## src/rtl/bus_cycle_terminator.sv

```systemverilog
// 68030 bus-cycle terminator: DSACK0_n with per-device wait states, DUART DTACK
// handshake through a synchronizer, and BERR_n on a saturating cycle timeout.
module bus_cycle_terminator #(
  parameter int ROM_WAIT     = 2,
  parameter int SRAM_WAIT    = 0,
  parameter int BERR_TIMEOUT = 64,
  parameter int SYNC_STAGES  = 2
) (
  input  logic CLK,
  input  logic RST,
  input  logic AS_n,
  input  logic CS_ROM_n,
  input  logic CS_SRAM_n,
  input  logic CS_DUART_n,
  input  logic IACK_DUART_n,
  input  logic DTACK_DUART_n,
  output logic DSACK0_n,
  output logic DSACK1_n,
  output logic BERR_n,
  output logic CYCLE_BUSY
);

  localparam int TMO_W = $clog2(BERR_TIMEOUT + 1);
  localparam logic [TMO_W-1:0] TMO_LAST = TMO_W'(BERR_TIMEOUT - 1);

  typedef enum logic [2:0] {
    S_IDLE, S_DECODE, S_WAIT, S_DTACK, S_ACK, S_BERR
  } state_t;

  state_t                 r_state, w_state_nxt;
  logic [3:0]             r_cnt, w_cnt_nxt;
  logic [TMO_W-1:0]       r_tmo, w_tmo_nxt, w_tmo_inc;
  logic [SYNC_STAGES-1:0] r_sync;
  logic                   r_dtack_s;
  logic                   r_dsack0_n, r_berr_n;
  logic                   w_term;

  // The chain output is retimed once more, so DSACK0_n follows the first low
  // sample of DTACK_DUART_n by SYNC_STAGES+1 edges.
  always_ff @(posedge CLK or posedge RST) begin
    if (RST) begin
      r_sync    <= '1;
      r_dtack_s <= 1'b1;
    end else begin
      r_sync    <= {r_sync[SYNC_STAGES-2:0], DTACK_DUART_n};
      r_dtack_s <= r_sync[SYNC_STAGES-1];
    end
  end

  assign w_tmo_inc = (r_tmo == '1) ? r_tmo : r_tmo + TMO_W'(1);
  assign w_term    = ((r_state == S_WAIT) && (r_cnt == 4'd0)) ||
                     ((r_state == S_DTACK) && !r_dtack_s);

  always_comb begin
    w_state_nxt = r_state;
    w_cnt_nxt   = r_cnt;
    w_tmo_nxt   = r_tmo;
    case (r_state)
      S_IDLE: begin
        if (!AS_n) begin
          w_state_nxt = S_DECODE;
          w_tmo_nxt   = '0;
        end
      end
      S_DECODE, S_WAIT, S_DTACK: begin
        if (AS_n) begin
          w_state_nxt = S_IDLE;
        end else if (w_term) begin
          w_state_nxt = S_ACK;
        end else if (r_tmo == TMO_LAST) begin
          w_state_nxt = S_BERR;
        end else begin
          w_tmo_nxt = w_tmo_inc;
          if (r_state == S_DECODE) begin
            if (!CS_ROM_n) begin
              w_state_nxt = S_WAIT;
              w_cnt_nxt   = 4'(ROM_WAIT);
            end else if (!CS_SRAM_n) begin
              w_state_nxt = S_WAIT;
              w_cnt_nxt   = 4'(SRAM_WAIT);
            end else if (!CS_DUART_n || !IACK_DUART_n) begin
              w_state_nxt = S_DTACK;
            end
          end else if (r_state == S_WAIT) begin
            w_cnt_nxt = r_cnt - 4'd1;
          end
        end
      end
      S_ACK, S_BERR: begin
        if (AS_n) w_state_nxt = S_IDLE;
      end
      default: w_state_nxt = S_IDLE;
    endcase
  end

  always_ff @(posedge CLK or posedge RST) begin
    if (RST) begin
      r_state    <= S_IDLE;
      r_cnt      <= 4'd0;
      r_tmo      <= '0;
      r_dsack0_n <= 1'b1;
      r_berr_n   <= 1'b1;
    end else begin
      r_state    <= w_state_nxt;
      r_cnt      <= w_cnt_nxt;
      r_tmo      <= w_tmo_nxt;
      r_dsack0_n <= (w_state_nxt != S_ACK);
      r_berr_n   <= (w_state_nxt != S_BERR);
    end
  end

  assign DSACK0_n   = r_dsack0_n;
  assign DSACK1_n   = 1'b1;
  assign BERR_n     = r_berr_n;
  assign CYCLE_BUSY = (r_state != S_IDLE);

endmodule

```

## config.mk

```make
export PLATFORM = sky130hd
export DESIGN_NAME = bus_cycle_terminator
export DESIGN_NICKNAME = d
export VERILOG_FILES = /design/src/rtl/bus_cycle_terminator.sv
export SDC_FILE = /design/constraint.sdc
export NUM_CORES = 1
export LEC_CHECK = 0
export CAP_MARGIN = 25
export CORE_ASPECT_RATIO = 0.8
export CORE_UTILIZATION = 40
export DETAILED_ROUTE_END_ITERATION = 8
export GPL_TIMING_DRIVEN = 0
export PLACE_DENSITY_LB_ADDON = 0.2
export SLEW_MARGIN = 20
export SYNTH_ARGS = -nofsm -noshare
export SYNTH_HDL_FRONTEND = slang
export SYNTH_SLANG_ARGS = --single-unit
```

## constraint.sdc

```tcl
create_clock -name CLK -period 2.2 [get_ports CLK]
set_clock_uncertainty 0.05 [all_clocks]
set_input_delay 0.33 -clock CLK [delete_from_list [all_inputs] [get_ports CLK]]
set_output_delay 0.33 -clock CLK [all_outputs]
set_load 0.005 [all_outputs]
```

==> results.md <==
- Post-synthesis adder-cell area fraction: 2.20%
- Status: completed
- First-pass GRT wire length: 4080 um
- Synth area leaders: dfrtp_1, dfstp_2, nand2_1
- WS Path Type: reg2reg
- Final nets: 138
- Worst R2R Setup Slack: 0.15 ns
- Initial Util: 44.5%
- Final Hold Viols: 0
- Placed Area: 1280 um^2
- Syn_area_per_cell: slightly above 10 um^2
- Global placer's final weighted congestion: between 0.8 and 0.9
- Layout filler cell count: 250
- Library cells used by synthesis: 46
- Initial antenna violation count: 0
- WL/cell: 13.0 um
- Mux contribution to synthesized area: 4.72%
- Post-detail-place hpwl: 1620 um
- Area share of the largest cell type after synthesis: 30.7%
- Largest net degree at the start of global routing: 20
- Final setup fails: 0
- Relative slew slack: approximately half
- Crit path max fanout: 6
- GRT busiest layer: met1
- Worst EP required: 2.38 ns
- Die width: 61.7 um
- Antenna Nets Post-Route: 0
- Placed Cells: 159
- CTS tree: built
- Critical Path Source: r_tmo[0]
- Cell taking the most area after synthesis: dfrtp_1
- Design Power: 1.35 mW
- HP Start: r_sync[0]
- Worst Path Arrival: around 2.2 ns
- Worst Tran Pin Value: 0.744 ns
- FFs w/ async S/R, synth: 100%
- Leak: 0.536 nW
- Vias: 873
- CTS sink cnt: 19
- Non-Filler Instances: about 160
- Setup crit start kind: flip-flop
- Yosys Warn Count: 0
- Sequential-to-total area share from yosys stat: 42.3%
- Die area: 3070 um^2
- Final Cycle Share: 93.1%
- R2r startpoint: r_tmo[0]
- Largest family of logic cells by synthesized area: simple AND/OR/NAND/NOR gates
- CP Capture Type: flip-flop
- Layout cells sized above 1: 22.0%
- Main synth FF type: dfrtp_1
- Syn Nets: between 100 and 150
- Area occupied by multi-input gates: 601 um^2
- Post-Synth Simple-Gate Area: 22.3%
- Overall routed net length: 2120 um
- Area Growth Syn to Fin: 16.4%
- Top-count cell post-synth: dfrtp_1
- Bufs on Longest Clock Path: 2
- PD cells: 1020 nW/um^2
- Register area: between 400 and 500 um^2
- Cell row count: 16
- Met3 Resource Use GR: 5.51%
- Clock power frac: 13.5%
- Number of post-CTS setup repair buffers: 0
- Height of the chip: 49.7 um
- CTS clock-pin slew for the worst setup and hold paths: 0.11 ns
- Synth cell count leaders: dfrtp_1, nand2_1, inv_1, nor2_1
- Starting DRT DRC Count: 68
- Root buffer cell: clkbuf_4
- Hold Crit Class: reg2reg
- Synth Register Bits: 19
- RSZ-0062 raised after global routing: no
- Core ar.: between 2000 and 3000 um^2
- Setup tns final: 0 ns
- Drt pass-1 iters: 4
- Worst vdd ir: 540 uV
- Synth Area in XOR/XNOR: 0%
- Max Cap Viol: 0
- GR Overflow Total: 0
- H-tree Lvls: 1
- Number of global-route vias before repair: 890
- Via density: 5.36
- Port bufs: 10
- Final instance area: around 1300 um^2
- GRT met1 Usage: 27.3%
- Sw Share: 39.8%
- Worst-Skew Late Latency: about 0.30 ns
- Grt met2 use: 25.1%
- Ports: 12
- Gr usage total: 18.1%
- TritonCTS Buffers: 3
- Tmin final: between 2 and 2.5 ns
- Combinational share of power: 47.8%
- Compound-Gate Fraction of Synth Area: 22.2%
- Max-slew violations: 0
- Mapped Area: 1140 um^2
- N_diodes: 0
- Seq pwr share: about 39%
- Post-route DRC: 0
- Switching Power: 538 uW
- Fmax: 488 MHz
- Int Power: 814 uW
- Syn Inst Count: 113
- Post-synth EDFFs: 0
path summary, 6_finish.rpt:
check	to	cells after the start
worst min-delay path	r_sync[1]	0
worst max-delay path	r_tmo[5]	6
max in group asynchronous	r_state[2]	2
worst max register to register	r_tmo[5]	6
min in group asynchronous	r_cnt[1]	2
worst min register to register	r_sync[1]	0
critical path, stage by stage, from the launching register on:
cell and delay [ns]:
dfrtp_1 0.42, ha_1 0.25, and3_4 0.19, buf_6 0.12
a211o_4 0.36, a2111oi_4 0.36, mux2i_1 0.22
sequential cells by signal (all words and copies together), names as in the netlist:
signal	count
BERR_n	1
DSACK0_n	1
r_cnt	4
r_dtack_s	1
r_state	3
r_sync	2
r_tmo	7
power by group through the flow:
stage	combinational (mW)	clock, mW	sequential (mW)
detailed placement	0.630	0	0.528
CTS	0.633	0.192	0.522
floorplan	0.488	0	0.509
global placement	0.612	0	0.525
global route	0.747	0.215	0.539
finish	0.646	0.183	0.523
layout make-up:
type,count,area share (%)
Multi-Input combinational cell,81,45.3
Sequential cell,19,36.3
Timing Repair Buffer,10,7.55
Tap cell,36,3.40
Buffer,5,2.92
Inverter,8,2.26
Clock buffer,3,1.70
Clock inverter,1,0.566
logic make-up after synthesis:
kind of cell,Yosys count
simple gates,42
compound gates,31
flops,19
buf+inv,13
mux,5
fa+ha+maj,2
other cells,1
cell usage in the layout (no fill, tap or decap), types with 2 or more instances in the layout:
| master | netlist | routed |
|---|---|---|
| a21o_1 | 2 | 2 |
| or2_2 | 2 | 2 |
| o31ai_1 | 4 | 4 |
| a211oi_1 | 3 | 3 |
| o21ai_0 | 5 | 5 |
| inv_1 | 8 | 8 |
| nand3_1 | 2 | 2 |
| dfstp_2 | 5 | 5 |
| nor3_1 | 3 | 3 |
| ha_1 | 2 | 2 |
| or3b_2 | 2 | 2 |
| clkdlybuf4s50_1 | 0 | 10 |
| nor2_1 | 8 | 8 |
| mux2i_1 | 2 | 2 |
| buf_6 | 2 | 2 |
| clkbuf_4 | 0 | 3 |
| mux2_2 | 3 | 3 |
| nand2b_1 | 3 | 3 |
| nor2b_1 | 3 | 3 |
| nand2_1 | 9 | 9 |
| dfrtp_1 | 14 | 14 |
| nor3b_1 | 3 | 3 |
| a21oi_1 | 3 | 2 |
repair_timing:
| item | in CTS | in global routing |
|---|---|---|
| gates resized for setup | 0 | 2 |
| hold buffers | 0 | 0 |
| setup endpoints to repair | 0 | 2 |
per-layer routing:
layer | part of all wire (%) | vias up | wire length, um
met5 | 0 | - | 0
met4 | 0.71 | 0 | 15
met3 | 3.4 | 2 | 71
met2 | 43 | 11 | 913
met1 | 53 | 417 | 1120
li1 | - | 443 | -
metrics by stage:
stage / hold WS, ns / setup slack [ns] / utilization [%]
6_report: 0.314 / 0.151 / 51.8
5_1_grt: 0.318 / 0.0135 / 51.8
4_1_cts: 0.316 / 0.0935 / 51.3
3_5_place_dp: 0.298 / 0.0848 / 50.1
3_3_place_gp: 0.296 / 0.120 / 50.1
2_1_floorplan: 0.227 / 0.223 / -
No activity file was read; power rests on OpenSTA's default activity.
